### src/rtl/ram_nc_burst_initiator_if.sv
// Bus bundle between a burst client, the burst initiator and a no-change-mode
// single-port RAM. The "master" modport is the initiator's view (it accepts
// commands and drives the RAM port); "slave" is the environment's view
// (client plus RAM).
interface ram_nc_burst_initiator_if #(
  parameter int addressWidth = 5,
  parameter int dataWidth    = 32,
  parameter int lenWidth     = 4
);
  // Command channel
  logic                    cmd_valid;
  logic                    cmd_ready;
  logic                    cmd_we;
  logic [addressWidth-1:0] cmd_addr;
  logic [lenWidth-1:0]     cmd_len;
  // Write data channel
  logic                    wdata_valid;
  logic                    wdata_ready;
  logic [dataWidth-1:0]    wdata;
  // Read data channel
  logic                    rdata_valid;
  logic                    rdata_ready;
  logic [dataWidth-1:0]    rdata;
  logic                    rdata_last;
  // Status
  logic                    busy;
  // RAM port
  logic                    ram_en;
  logic                    ram_we;
  logic [addressWidth-1:0] ram_address;
  logic [dataWidth-1:0]    ram_din;
  logic [dataWidth-1:0]    ram_dout;

  modport master (
    input  cmd_valid, cmd_we, cmd_addr, cmd_len,
    input  wdata_valid, wdata,
    input  rdata_ready,
    input  ram_dout,
    output cmd_ready, wdata_ready,
    output rdata_valid, rdata, rdata_last,
    output busy,
    output ram_en, ram_we, ram_address, ram_din
  );

  modport slave (
    output cmd_valid, cmd_we, cmd_addr, cmd_len,
    output wdata_valid, wdata,
    output rdata_ready,
    output ram_dout,
    input  cmd_ready, wdata_ready,
    input  rdata_valid, rdata, rdata_last,
    input  busy,
    input  ram_en, ram_we, ram_address, ram_din
  );
endinterface

### src/rtl/ram_nc_burst_initiator.sv
// Burst initiator for a single-port, no-change-mode synchronous RAM.
// Converts client burst commands into one RAM access per cycle. Reads are
// issued only when the 2-entry response buffer is guaranteed to have room
// for the data returning one cycle later, so downstream backpressure never
// loses a beat and read throughput is one beat per cycle when unstalled.
module ram_nc_burst_initiator #(
  parameter int addressWidth = 5,
  parameter int dataWidth    = 32,
  parameter int lenWidth     = 4
) (
  input  logic                     clk,
  input  logic                     rst,
  ram_nc_burst_initiator_if.master bus
);

  localparam logic [1:0] StIdle  = 2'd0;
  localparam logic [1:0] StWrite = 2'd1;
  localparam logic [1:0] StRead  = 2'd2;
  localparam logic [1:0] StDrain = 2'd3;

  localparam logic [addressWidth-1:0] AddrZero = {addressWidth{1'b0}};
  localparam logic [addressWidth-1:0] AddrOne  = {{(addressWidth-1){1'b0}}, 1'b1};
  localparam logic [lenWidth-1:0]     LenZero  = {lenWidth{1'b0}};
  localparam logic [lenWidth-1:0]     LenOne   = {{(lenWidth-1){1'b0}}, 1'b1};
  localparam logic [dataWidth-1:0]    DataZero = {dataWidth{1'b0}};

  // Sequencer state
  logic [1:0]              state_q, state_d;
  logic [addressWidth-1:0] addr_q, addr_d;
  logic [lenWidth-1:0]     remain_q, remain_d;

  // Read issued last cycle; its data is on ram_dout this cycle
  logic                    inflight_q, inflight_d;
  logic                    inflight_last_q, inflight_last_d;

  // Response buffer (2 entries)
  logic [dataWidth-1:0]    buf_data_q [2];
  logic [1:0]              buf_last_q;
  logic                    rd_ptr_q, rd_ptr_d;
  logic                    wr_ptr_q, wr_ptr_d;
  logic [1:0]              count_q, count_d;

  // Per-cycle decode
  logic                    last_beat_s;
  logic                    wr_beat_s;
  logic                    issue_s;
  logic                    push_s;
  logic                    pop_s;
  logic                    buf_valid_s;
  logic [2:0]              occ_sum_s;
  logic [2:0]              occ_limit_s;

  assign last_beat_s = (remain_q == LenZero);
  assign buf_valid_s = (count_q != 2'd0);
  assign pop_s       = buf_valid_s & bus.rdata_ready;
  assign push_s      = inflight_q;
  assign wr_beat_s   = (state_q == StWrite) & bus.wdata_valid;

  // Read issue gate: buffered + in-flight - leaving must stay below 2 so the
  // beat returning next cycle always has a free slot.
  always_comb begin
    occ_sum_s   = {1'b0, count_q} + {2'b00, inflight_q};
    occ_limit_s = 3'd2 + {2'b00, pop_s};
    if (state_q == StRead) begin
      issue_s = (occ_sum_s < occ_limit_s);
    end else begin
      issue_s = 1'b0;
    end
  end

  // Next-state, address and beat-counter logic
  always_comb begin
    state_d  = state_q;
    addr_d   = addr_q;
    remain_d = remain_q;
    case (state_q)
      StIdle: begin
        if (bus.cmd_valid) begin
          addr_d   = bus.cmd_addr;
          remain_d = bus.cmd_len;
          state_d  = bus.cmd_we ? StWrite : StRead;
        end else begin
          state_d  = StIdle;
        end
      end
      StWrite: begin
        if (bus.wdata_valid) begin
          addr_d   = addr_q + AddrOne;
          remain_d = remain_q - LenOne;
          state_d  = last_beat_s ? StIdle : StWrite;
        end else begin
          state_d  = StWrite;
        end
      end
      StRead: begin
        if (issue_s) begin
          addr_d   = addr_q + AddrOne;
          remain_d = remain_q - LenOne;
          state_d  = last_beat_s ? StDrain : StRead;
        end else begin
          state_d  = StRead;
        end
      end
      StDrain: begin
        // Leave once nothing is in flight and the buffer empties, counting a
        // pop of the final entry in this very cycle.
        if (!inflight_q && ((count_q == 2'd0) || ((count_q == 2'd1) && pop_s))) begin
          state_d = StIdle;
        end else begin
          state_d = StDrain;
        end
      end
      default: begin
        state_d = StIdle;
      end
    endcase
  end

  // In-flight tracking for the one-cycle RAM read latency
  always_comb begin
    inflight_d = issue_s;
    if (issue_s) begin
      inflight_last_d = last_beat_s;
    end else begin
      inflight_last_d = 1'b0;
    end
  end

  // Response buffer pointer and occupancy update
  always_comb begin
    rd_ptr_d = pop_s  ? ~rd_ptr_q : rd_ptr_q;
    wr_ptr_d = push_s ? ~wr_ptr_q : wr_ptr_q;
    case ({push_s, pop_s})
      2'b10:   count_d = count_q + 2'd1;
      2'b01:   count_d = count_q - 2'd1;
      default: count_d = count_q;
    endcase
  end

  // Sequencer and tracking registers
  always_ff @(posedge clk or posedge rst) begin
    if (rst) begin
      state_q         <= StIdle;
      addr_q          <= AddrZero;
      remain_q        <= LenZero;
      inflight_q      <= 1'b0;
      inflight_last_q <= 1'b0;
      rd_ptr_q        <= 1'b0;
      wr_ptr_q        <= 1'b0;
      count_q         <= 2'd0;
    end else begin
      state_q         <= state_d;
      addr_q          <= addr_d;
      remain_q        <= remain_d;
      inflight_q      <= inflight_d;
      inflight_last_q <= inflight_last_d;
      rd_ptr_q        <= rd_ptr_d;
      wr_ptr_q        <= wr_ptr_d;
      count_q         <= count_d;
    end
  end

  // Response buffer storage; ram_dout is sampled only on the capture cycle
  always_ff @(posedge clk or posedge rst) begin
    if (rst) begin
      buf_data_q[0] <= DataZero;
      buf_data_q[1] <= DataZero;
      buf_last_q    <= 2'b00;
    end else if (push_s) begin
      buf_data_q[wr_ptr_q] <= bus.ram_dout;
      buf_last_q[wr_ptr_q] <= inflight_last_q;
    end else begin
      buf_last_q <= buf_last_q;
    end
  end

  // Client-facing outputs
  always_comb begin
    bus.cmd_ready   = (state_q == StIdle);
    bus.wdata_ready = (state_q == StWrite);
    bus.busy        = (state_q != StIdle);
    bus.rdata_valid = buf_valid_s;
    bus.rdata       = buf_data_q[rd_ptr_q];
    bus.rdata_last  = buf_valid_s & buf_last_q[rd_ptr_q];
  end

  // RAM port: one access per write beat or read issue
  always_comb begin
    bus.ram_en      = wr_beat_s | issue_s;
    bus.ram_we      = wr_beat_s;
    bus.ram_address = addr_q;
    if (wr_beat_s) begin
      bus.ram_din = bus.wdata;
    end else begin
      bus.ram_din = DataZero;
    end
  end

endmodule

### src/flat_wrapper.sv
// flat-port wrapper written by rule: the top's interface ports become plain ports
module ram_nc_burst_initiator_flat 
#(
  parameter int addressWidth = 5,
  parameter int dataWidth    = 32,
  parameter int lenWidth     = 4
)
  (clk, rst, bus_cmd_valid, bus_cmd_we, bus_cmd_addr, bus_cmd_len, bus_wdata_valid, bus_wdata, bus_rdata_ready, bus_ram_dout, bus_cmd_ready, bus_wdata_ready, bus_rdata_valid, bus_rdata, bus_rdata_last, bus_busy, bus_ram_en, bus_ram_we, bus_ram_address, bus_ram_din);
  ram_nc_burst_initiator_if #(.addressWidth(addressWidth), .dataWidth(dataWidth), .lenWidth(lenWidth)) bus_i ();
  input  logic clk;
  input  logic rst;
  input wire logic [$bits(bus_i.cmd_valid)-1:0] bus_cmd_valid;
  input wire logic [$bits(bus_i.cmd_we)-1:0] bus_cmd_we;
  input wire logic [$bits(bus_i.cmd_addr)-1:0] bus_cmd_addr;
  input wire logic [$bits(bus_i.cmd_len)-1:0] bus_cmd_len;
  input wire logic [$bits(bus_i.wdata_valid)-1:0] bus_wdata_valid;
  input wire logic [$bits(bus_i.wdata)-1:0] bus_wdata;
  input wire logic [$bits(bus_i.rdata_ready)-1:0] bus_rdata_ready;
  input wire logic [$bits(bus_i.ram_dout)-1:0] bus_ram_dout;
  output wire logic [$bits(bus_i.cmd_ready)-1:0] bus_cmd_ready;
  output wire logic [$bits(bus_i.wdata_ready)-1:0] bus_wdata_ready;
  output wire logic [$bits(bus_i.rdata_valid)-1:0] bus_rdata_valid;
  output wire logic [$bits(bus_i.rdata)-1:0] bus_rdata;
  output wire logic [$bits(bus_i.rdata_last)-1:0] bus_rdata_last;
  output wire logic [$bits(bus_i.busy)-1:0] bus_busy;
  output wire logic [$bits(bus_i.ram_en)-1:0] bus_ram_en;
  output wire logic [$bits(bus_i.ram_we)-1:0] bus_ram_we;
  output wire logic [$bits(bus_i.ram_address)-1:0] bus_ram_address;
  output wire logic [$bits(bus_i.ram_din)-1:0] bus_ram_din;
  assign bus_i.cmd_valid = bus_cmd_valid;
  assign bus_i.cmd_we = bus_cmd_we;
  assign bus_i.cmd_addr = bus_cmd_addr;
  assign bus_i.cmd_len = bus_cmd_len;
  assign bus_i.wdata_valid = bus_wdata_valid;
  assign bus_i.wdata = bus_wdata;
  assign bus_i.rdata_ready = bus_rdata_ready;
  assign bus_i.ram_dout = bus_ram_dout;
  assign bus_cmd_ready = bus_i.cmd_ready;
  assign bus_wdata_ready = bus_i.wdata_ready;
  assign bus_rdata_valid = bus_i.rdata_valid;
  assign bus_rdata = bus_i.rdata;
  assign bus_rdata_last = bus_i.rdata_last;
  assign bus_busy = bus_i.busy;
  assign bus_ram_en = bus_i.ram_en;
  assign bus_ram_we = bus_i.ram_we;
  assign bus_ram_address = bus_i.ram_address;
  assign bus_ram_din = bus_i.ram_din;
  ram_nc_burst_initiator #(.addressWidth(addressWidth), .dataWidth(dataWidth), .lenWidth(lenWidth)) u_core (.clk(clk), .rst(rst), .bus(bus_i));
endmodule
### config.mk
export PLATFORM = sky130hd
export DESIGN_NAME = ram_nc_burst_initiator_flat
export DESIGN_NICKNAME = d
export VERILOG_FILES = /design/src/rtl/ram_nc_burst_initiator_if.sv /design/src/rtl/ram_nc_burst_initiator.sv /design/src/flat_wrapper.sv
export SDC_FILE = /design/constraint.sdc
export NUM_CORES = 1
export LEC_CHECK = 0
export CORE_MARGIN = 5
export CORE_UTILIZATION = 35
export DETAILED_ROUTE_END_ITERATION = 12
export GPL_TIMING_DRIVEN = 0
export PLACE_DENSITY = 0.65
export SETUP_SLACK_MARGIN = 0.1
export SLEW_MARGIN = 40
export SYNTH_ARGS = -nofsm -noshare
export SYNTH_HDL_FRONTEND = slang
export SYNTH_SLANG_ARGS = --single-unit
### constraint.sdc
create_clock -name clk -period 4.6 [get_ports clk]
set_input_delay 0.92 -clock clk [delete_from_list [all_inputs] [get_ports clk]]
set_output_delay 0.92 -clock clk [all_outputs]
set_load 0.02 [all_outputs]
==> results of run 1 <==
-- routing by layer --
layer / vias up / share of wire (%) / track usage, %
met5: - / 0 / 0
met4: 0 / 0.92 / 3.65
met3: 11 / 10 / 6.79
met2: 127 / 48 / 27.3
met1: 1619 / 41 / 18.6
li1: 1554 / - / -
-- worst paths after layout --
check	start	end	slack [ns]
max	bus_rdata_ready	bus_ram_en	0.71
min reg2reg	u_core.wr_ptr_q	u_core.wr_ptr_q	0.49
max in group asynchronous	rst	u_core.inflight_q	3.05
min	u_core.wr_ptr_q	u_core.wr_ptr_q	0.49
min in group asynchronous	rst	u_core.buf_data_q[49]	0.98
max reg2reg	u_core.count_q[0]	u_core.remain_q[0]	2.53
-- cells in the final DEF, fill, tap and decap left out, types with 2 or more instances in the layout --
master,Yosys,final
clkbuf_8,0,2
nor2_1,10,10
nand3_1,11,11
and2_1,2,2
mux2i_1,2,2
nand2_1,6,6
nor3_1,4,4
a21oi_1,5,5
inv_1,11,10
or3_1,2,2
o21ai_0,8,8
buf_2,9,9
clkbuf_16,0,9
xnor2_1,2,2
a31oi_1,3,3
nor2b_1,3,3
xor2_1,2,2
and3_1,35,35
dfrtp_1,83,83
o21ai_1,3,3
bufinv_16,0,2
clkdlybuf4s50_1,0,154
nand2b_1,2,2
a41oi_1,3,3
mux2_2,98,98
ha_1,12,12
clkbuf_1,8,9
-- registers in the layout, summed over array words and instances (netlist names) --
signal,flops
u_core.remain_q,4
u_core.inflight_q,1
u_core.count_q,2
u_core.wr_ptr_q,1
u_core.rd_ptr_q,1
u_core.state_q,2
u_core.buf_last_q,2
u_core.bus.ram_address,5
u_core.inflight_last_q,1
u_core.buf_data_q,64
-- worst max-delay path: cells and delay by family --
kind	cells	cell delay [ns]
buffers and inverters	2	1.11
AOI/OAI and AO/OA	1	0.40
and+or+nand+nor	2	0.55
-- area by class of cell --
type / count / area (um2)
sequential: 83 / 2080
fill: 1062 / 5620
multi-input combinational: 227 / 1990
clock inverter: 4 / 72.6
inverter: 12 / 50.0
clock buffer: 12 / 256
tap: 147 / 184
timing repair buffer: 155 / 1560
buffer: 20 / 97.6
-- power groups by stage --
stage | clock (mW) | sequential, mW | combinational (mW)
2_1_floorplan | 0 | 1.29 | 1.70
3_3_place_gp | 0 | 1.30 | 2.64
3_5_place_dp | 0 | 1.33 | 2.68
4_1_cts | 0.798 | 1.32 | 2.70
5_1_grt | 0.827 | 1.37 | 2.89
6_report | 0.780 | 1.31 | 2.65
-- cells by family (layout without fill, tap and decap cells) --
group	after synthesis	after routing	share of synthesized area, %
flip-flops	83	83	49.3
AND/OR/NAND/NOR	82	82	11.1
XOR/XNOR	4	4	0.832
adder cells (fa/ha/maj)	12	12	3.57
AO/OA/AOI/OAI	29	29	5.08
buffers and inverters	32	203	3.39
multiplexers	100	100	26.7
-- per-stage QoR --
step                      total power [mW]  instances  hold WS, ns
after floorplan                       2.99        342        0.463
after global placement                3.93        643        0.479
after detailed placement              4.01        644        0.481
after CTS                             4.81        660        0.491
after global routing                  5.08        660        0.507
final                                 4.75        660        0.489
==> flow_summary.json, run 1 <==
{
  "status": "finished clean",
  "leakagePower_nw": 2.70,
  "rr_worst_depth": 6,
  "synth_ff_type": "dfrtp_1",
  "cp_max_fo": 4,
  "yosysSeqAreaShare_pct": 49.3,
  "netlist.top_cell.by_area": "dfrtp_1",
  "ir_drop_mv": 0.391,
  "routed_via_density": 5.02,
  "drcViolationCount": 0,
  "grt_overflow": 0,
  "grt_usage_pct": 16.0,
  "cts_resized": 0,
  "synth.area.top_cells": "dfrtp_1 (49%), mux2_2 (26%), and3_1 (5.2%)",
  "io_pins": 155,
  "vias": 3311,
  "max_slew_margin_pct": 58.7,
  "path_clk_slew_ns": 0.05,
  "max_clock_freq_mhz": 257,
  "yosysMostFrequentCell": "mux2_2",
  "portBuffers": 154,
  "pwr-share-clk_pct": 16.4,
  "syn_to_final_growth_pct": 49.4,
  "preCtsSetupSlack_ns": 0.711,
  "dieArea_um2": 14300,
  "wirelength_mm": 11.2,
  "cts_sinks": 83,
  "clock_latency_ns": 0.33,
  "crit_type": "input pin to output port",
  "netlist_area_um2": 4210,
  "htree_levels": 3,
  "tightest_slew_ns": 0.619,
  "fin_area_um2": 6290,
  "drive_gt1_share_pct": 26.3,
  "cpMostUsedCell": "clkdlybuf4s50_1",
  "synthCells": 342,
  "hold_depth": 1,
  "ys_types": 41,
  "syn_nets": 433,
  "fp.dieH_um": 120,
  "yosys_register_bits": 83,
  "p_switching_mw": 1.75,
  "grt_pass1_vias": 3650,
  "wl_per_cell_um": 16.9,
  "initial_core_util_pct": 35.3,
  "drt-initial-drc-count": 66,
  "fin_crit_ns": 3.89,
  "endpoint_kind": "output port",
  "hpwl_mm": 8.69,
  "p_int_mw": 3.00,
  "yosys-top-cells-count": "mux2_2 (98), dfrtp_1 (83), and3_1 (35), ha_1 (12)",
  "post_cts_buffers": 0,
  "fin_crit_sh_pct": 84.5,
  "design.core.area_um2": 11900,
  "cts_buffers": 9,
  "timing.final.ws_setup_ns": 0.712,
  "power_density_nw_per_um2": 755,
  "grt_pass1_wl_mm": 18.4,
  "antennaDiodeCount": 0,
  "cts_tree": "done",
  "drv_cap": 0,
  "finalMaxSlewViolations": 0,
  "hold_viol": 0,
  "max_stage_delay_ns": 0.60,
  "setup_viol": 0,
  "finish.utilization_pct": 52.8,
  "postRouteAntennaNets": 0,
  "fin_worst_skew_ns": 0.00724,
  "synth_edf_count": 0,
  "netlist.area_leader.share_pct": 49.3,
  "cts.path.max_buffers": 2,
  "crit_arrival_ns": 2.97,
  "firstDrtPassIters": 4,
  "num_rows": 40,
  "rsz0062_at_grt": "false",
  "synthArstFlopShare_pct": 100,
  "antenna_found_initial": 0,
  "cts_hold_buf": 0,
  "ys_warn_count": 0,
  "grt_max_degree": 46,
  "tns_ns": 0,
  "hold_class": "register to register",
  "finalNetCount": 599,
  "seqPwrFrac_pct": 27.7,
  "p_sw_share_pct": 36.8,
  "cp-start-kind": "input pin",
  "comb_power_share_pct": 55.9,
  "required_ns": 3.68,
  "slowest_stage": "clkdlybuf4s50_1",
  "syn_avg_cell_area_um2": 12.3,
  "die_x_um": 120,
  "path_cells": "clkdlybuf4s50_1, or3b_1, a211oi_2, or2_2, clkdlybuf4s50_1",
  "root_buffer": "clkbuf_16",
  "gp_congestion": 0.839,
  "placed_cell_area_um2": 5960
}
No activity file was read; power rests on OpenSTA's default activity.
==> run 2, diff against run 1 <==
Clock period 4.6 ns to 3.6 ns, I/O delays scaled along.
==> run 2 against run 1 <==
Effect of this change:
- sequential power rose by 28%
- flip-flop and latch count is the same
- clock skew about the same
- design area rose by 0.16%
- via count barely moved
- register-to-register slack lost 1.0 ns
- hold slack about the same
- clock-buffer cell count stayed put
- combinational power up 28%
- highest routed layer unchanged
==> flow_summary.json, run 2 (same netlist as run 1, synthesis figures left out) <==
{
  "drive_gt1_share_pct": 26.3,
  "tightest_slew_ns": 0.619,
  "path_cells": "clkbuf_1, buf_1, mux2_2, clkdlybuf4s50_1",
  "design.core.area_um2": 11900,
  "cp_max_fo": 10,
  "fillCellCount": 1060,
  "hold_class": "register to register",
  "fin_area_um2": 6300,
  "max_stage_delay_ns": 0.54,
  "fp.dieH_um": 120,
  "finish.utilization_pct": 52.9,
  "top_register": "u_core.buf_data_q",
  "wl_per_cell_um": 16.9,
  "max_slew_margin_pct": 58.7,
  "cts_sinks": 83,
  "portBuffers": 154,
  "initial_core_util_pct": 35.3,
  "placed_cell_area_um2": 5960,
  "fin_worst_skew_ns": 0.00739,
  "endpoint_kind": "output port",
  "rsz0062_at_grt": "false",
  "antennaDiodeCount": 0,
  "wirelength_mm": 11.2,
  "clock_latency_ns": 0.33,
  "vias": 3313,
  "p_total_mw": 6.08,
  "die_x_um": 120,
  "cts_buffers": 9,
  "grt_overflow": 0,
  "dieArea_um2": 14300,
  "leakagePower_nw": 2.71,
  "setup_viol": 0,
  "antenna_found_initial": 0,
  "crit_buf_inv": 3,
  "largest_register_ffs": 64,
  "gp_congestion": 0.839,
  "hpwl_mm": 8.69,
  "fin_crit_ns": 3.17,
  "ir_drop_mv": 0.499,
  "crit_type": "register to output port",
  "crit_arrival_ns": 2.45,
  "routed_via_density": 5.02,
  "rrSetupSlack_ns": 1.51,
  "final_common_cell": "clkdlybuf4s50_1",
  "cp-start-kind": "register",
  "timing.final.ws_setup_ns": 0.429,
  "firstDrtPassIters": 4,
  "max_clock_freq_mhz": 315,
  "critPathTopFamily": "buffers and inverters",
  "final_cell_mix": "clkdlybuf4s50_1 (153), mux2_2 (98), dfrtp_1 (83)",
  "num_rows": 40,
  "grt_usage_pct": 16.0,
  "cts_hold_buf": 0,
  "finalMaxSlewViolations": 0,
  "path_clk_slew_ns": 0.06,
  "grt_max_degree": 46,
  "postRouteAntennaNets": 0,
  "root_buffer": "clkbuf_16",
  "drt-initial-drc-count": 65,
  "preCtsSetupSlack_ns": 0.111,
  "drv_cap": 0,
  "slowest_stage": "clkdlybuf4s50_1",
  "tns_ns": 0,
  "syn_to_final_growth_pct": 49.6,
  "cts.path.max_buffers": 2,
  "htree_levels": 3,
  "hold_viol": 0,
  "power_density_nw_per_um2": 965,
  "grt_pass1_vias": 3653,
  "cts_tree": "done",
  "status": "finished clean",
  "fin_crit_sh_pct": 88.1,
  "required_ns": 2.88,
  "grt_pass1_wl_mm": 18.4,
  "io_pins": 155,
  "finalNetCount": 599,
  "drcViolationCount": 0
}
==> run 2: cell count changes in the layout (fill, tap and decap cells not counted) <==
cell / change
clkdlybuf4s50_1: -1
dlymetal6s2s_1: +1
a211oi_4: +1
a211oi_2: -1
==> run 2: cell type report <==
type | count | area (um2) | share of cell area (%)
clock buffer | 12 | 256 | 4.07
sequential | 83 | 2080 | 33.0
inverter | 12 | 50.0 | 0.794
buffer | 20 | 97.6 | 1.55
multi-input combinational | 227 | 2000 | 31.7
tap | 147 | 184 | 2.92
timing repair buffer | 155 | 1560 | 24.8
clock inverter | 4 | 72.6 | 1.15
==> run 2: what timing repair did <==
action,CTS,global route
resized for setup,1,1
setup buffers,0,0
setup endpoints to repair,1,1
==> run 2: per-stage QoR <==
stage	hold slack, ns	cells
3_5_place_dp	0.481	644
3_3_place_gp	0.479	643
5_1_grt	0.507	660
4_1_cts	0.491	660
6_report	0.489	660
2_1_floorplan	0.463	342
==> run 2: worst paths after layout <==
check	cells after the start	endpoint	start
setup / recovery	4	bus_rdata[24]	u_core.rd_ptr_q
hold / removal	1	u_core.wr_ptr_q	u_core.wr_ptr_q
setup reg to reg	6	u_core.remain_q[0]	u_core.count_q[0]
hold reg to reg	1	u_core.wr_ptr_q	u_core.wr_ptr_q
max in group asynchronous	3	u_core.inflight_q	rst
min in group asynchronous	2	u_core.buf_data_q[49]	rst
==> run 2: routing by layer <==
layer	wire length [um]	GRT usage, %	share of wire, %
met3	1120	6.79	10
met2	5360	27.3	48
met1	4580	18.7	41
met5	0	0	0
met4	103	3.65	0.92
==> run 2: power by group <==
part / internal (mW) / switching (mW) / total (mW)
clock: 0.644 / 0.352 / 0.996
combinational: 1.77 / 1.63 / 3.40
sequential: 1.42 / 0.262 / 1.68
==> run 3, diff against run 2 <==
Settings changed: GPL_ROUTABILITY_DRIVEN set to 0.
==> results of run 3 <==
Same layout as run 2: the final DEF is identical, and so are final timing and power.
==> patch, RTL diff (flow settings as in run 1) <==
`addressWidth` is set to 5 in 3 places; all go to 4.
--- a/src/rtl/ram_nc_burst_initiator_if.sv
+++ b/src/rtl/ram_nc_burst_initiator_if.sv
@@ -5,3 +5,3 @@
 interface ram_nc_burst_initiator_if #(
-  parameter int addressWidth = 5,
+  parameter int addressWidth = 4,
   parameter int dataWidth    = 32,
--- a/src/rtl/ram_nc_burst_initiator.sv
+++ b/src/rtl/ram_nc_burst_initiator.sv
@@ -6,3 +6,3 @@
 module ram_nc_burst_initiator #(
-  parameter int addressWidth = 5,
+  parameter int addressWidth = 4,
   parameter int dataWidth    = 32,
--- a/src/flat_wrapper.sv
+++ b/src/flat_wrapper.sv
@@ -3,3 +3,3 @@
 #(
-  parameter int addressWidth = 5,
+  parameter int addressWidth = 4,
   parameter int dataWidth    = 32,
Ports: changed (resized bus_cmd_addr and bus_ram_address); port bits go from 155 to 153. No check against the original RTL was run, so the function may have changed too.
==> patch against run 1 <==
Worst setup slack better by 0.055 ns. Wire length down 6.5%. Design area down 1.9%. Total power down 3.5%. Highest routed layer unchanged. Sequential cell count down 1. Register-to-register slack about the same. Area after synthesis down 1.9%. Count of clock-buffer cells in the layout down 2.
==> patch: results (changes against run 1) <==
Sequential power: 1.29 mW
Top reg by flops: u_core.buf_data_q
Avg WL per Cell: 16.2 um (-4.0%)
Vias in the first global route: 3,499 (-4.1%)
Pre-CTS setup slack: 0.751 ns (+0.0397 ns)
Placed Area: 0.00586 mm^2 (-1.6%)
Nets: 585 (-2.3%)
Post-Route WL: 10,400 um (-6.5%)
Maximum clock path buffer count: 2 (unchanged)
GR Layer Usage met1: 0.178 (-0.00846)
P_comb: 2.57 mW (-3%)
Grt met3 use: 0.0630 (-0.00482)
Register area share after synthesis: 0.497 (+0.00336)
Fillers: 982 (-7.5%)
Synth area leaders: dfrtp_1, mux2_2, and3_1, ha_1, o21ai_0
Post-DP HPWL: 7940 um (-8.6%)
Max reg flops: 64 (unchanged)
Via count: 3,182 (-3.9%)
First-pass GRT wire length: 17,500 um (-5.0%)
Max transition margin: 0.562 (-0.0249)
Cell family with most CP delay: buffers and inverters
Status: finished, final reports clean
PD cells: 743 mW/mm^2 (-1.6%)
Postcts setup bufs: 0 (unchanged)
Slowest Stage Delay on Critical Path: 0.60 ns (about the same)
Post-synth top cells: mux2_2, dfrtp_1, and3_1
FF+latch area: 0.00205 mm^2 (-1.2%)
Placed Instances: 627 (-2.6%)
CTS buffer count: 9 (unchanged)
Async S/R FF share, synth: 1.00 (unchanged)
Net Switching: 1.70 mW (-2.8%)
Most frequent cell after synthesis: mux2_2
Mapped Cells: 331 (-3.2%)
1st-iter DRT viols: 84 (+27%)
Gp weighted congestion: 0.735 (-12%)
Antenna fix cells: 0 (unchanged)
H-tree depth: 3 (unchanged)
Worst vdd ir: 0.000231 V (-41%)
Synthesized Nets: 421 (-2.8%)
Antenna violations before repair: 0 (unchanged)
Port bufs: 152 (-1.3%)
Clk Latency, worst-skew pair: 0.33 ns (about the same)
Layout cell share with drive strength beyond 1: 0.260 (-0.00316)
Netlist cell types: 37 (-9.8%)
Met2 Resource Use GR: 0.257 (-0.0158)
CP max-delay cell: clkdlybuf4s50_1
GRT Total Usage: 0.151 (-0.00865)
Leak Pwr: 2.64 nW (-2.2%)
Largest net degree at the start of global routing: 56 (+22%)
Clk root buf: clkbuf_16
Final Skew: 0.00659 ns (-0.000653 ns)
Worst EP arrival: 2.91 ns (-0.06 ns)
Initial DRT Pass Iterations: 4 (unchanged)
Hold/Removal Path Class: flip-flop to flip-flop
## patch: cell type report
cell class,count,share of cell area
Sequential cell,82,0.333
Multi-Input combinational cell,219,0.318
Timing Repair Buffer,153,0.251
Clock buffer,10,0.0388
Tap cell,143,0.0290
Buffer,18,0.0118
Clock inverter,6,0.0103
Inverter,12,0.00812
## patch: kinds of logic (layout without fill, tap and decap cells)
| kind of cell | Yosys count | after routing | synth area share |
|---|---|---|---|
| muxes | 100 | 100 | 0.272 |
| DFF | 82 | 82 | 0.497 |
| and+or+nand+nor | 75 | 75 | 0.109 |
| buffers and inverters | 30 | 199 | 0.0285 |
| AOI/OAI and AO/OA | 28 | 28 | 0.0494 |
| adders and majority gates | 12 | 12 | 0.0363 |
| xor gates and xnor gates | 4 | 4 | 0.00848 |
## patch: final timing paths
kind | start | end | slack, ns | depth (start not counted)
max | bus_rdata_ready | bus_ram_en | 0.77 | 5
min | u_core.wr_ptr_q | u_core.wr_ptr_q | 0.50 | 1
max reg2reg | u_core.count_q[0] | u_core.remain_q[0] | 2.52 | 6
min reg2reg | u_core.wr_ptr_q | u_core.wr_ptr_q | 0.50 | 1
max in group asynchronous | rst | u_core.buf_data_q[46] | 3.12 | 3
min in group asynchronous | rst | u_core.buf_data_q[28] | 0.92 | 2
## patch: worst reg2reg max path, stage by stage (launching register included)
cell and delay [ns]:
dfrtp_1 0.42, ha_1 0.22, ha_1 0.26, or4b_4 0.52, o211a_4 0.19, o31ai_2 0.25
o31ai_2 0.10
## patch: routing by layer
| metal | wire length [um] | share of wire | vias to the layer above |
|---|---|---|---|
| li1 | - | - | 1512 |
| met1 | 4420 | 0.42 | 1540 |
| met2 | 5020 | 0.48 | 121 |
| met3 | 910 | 0.087 | 9 |
| met4 | 93 | 0.0089 | 0 |
| met5 | 0 | 0 | - |
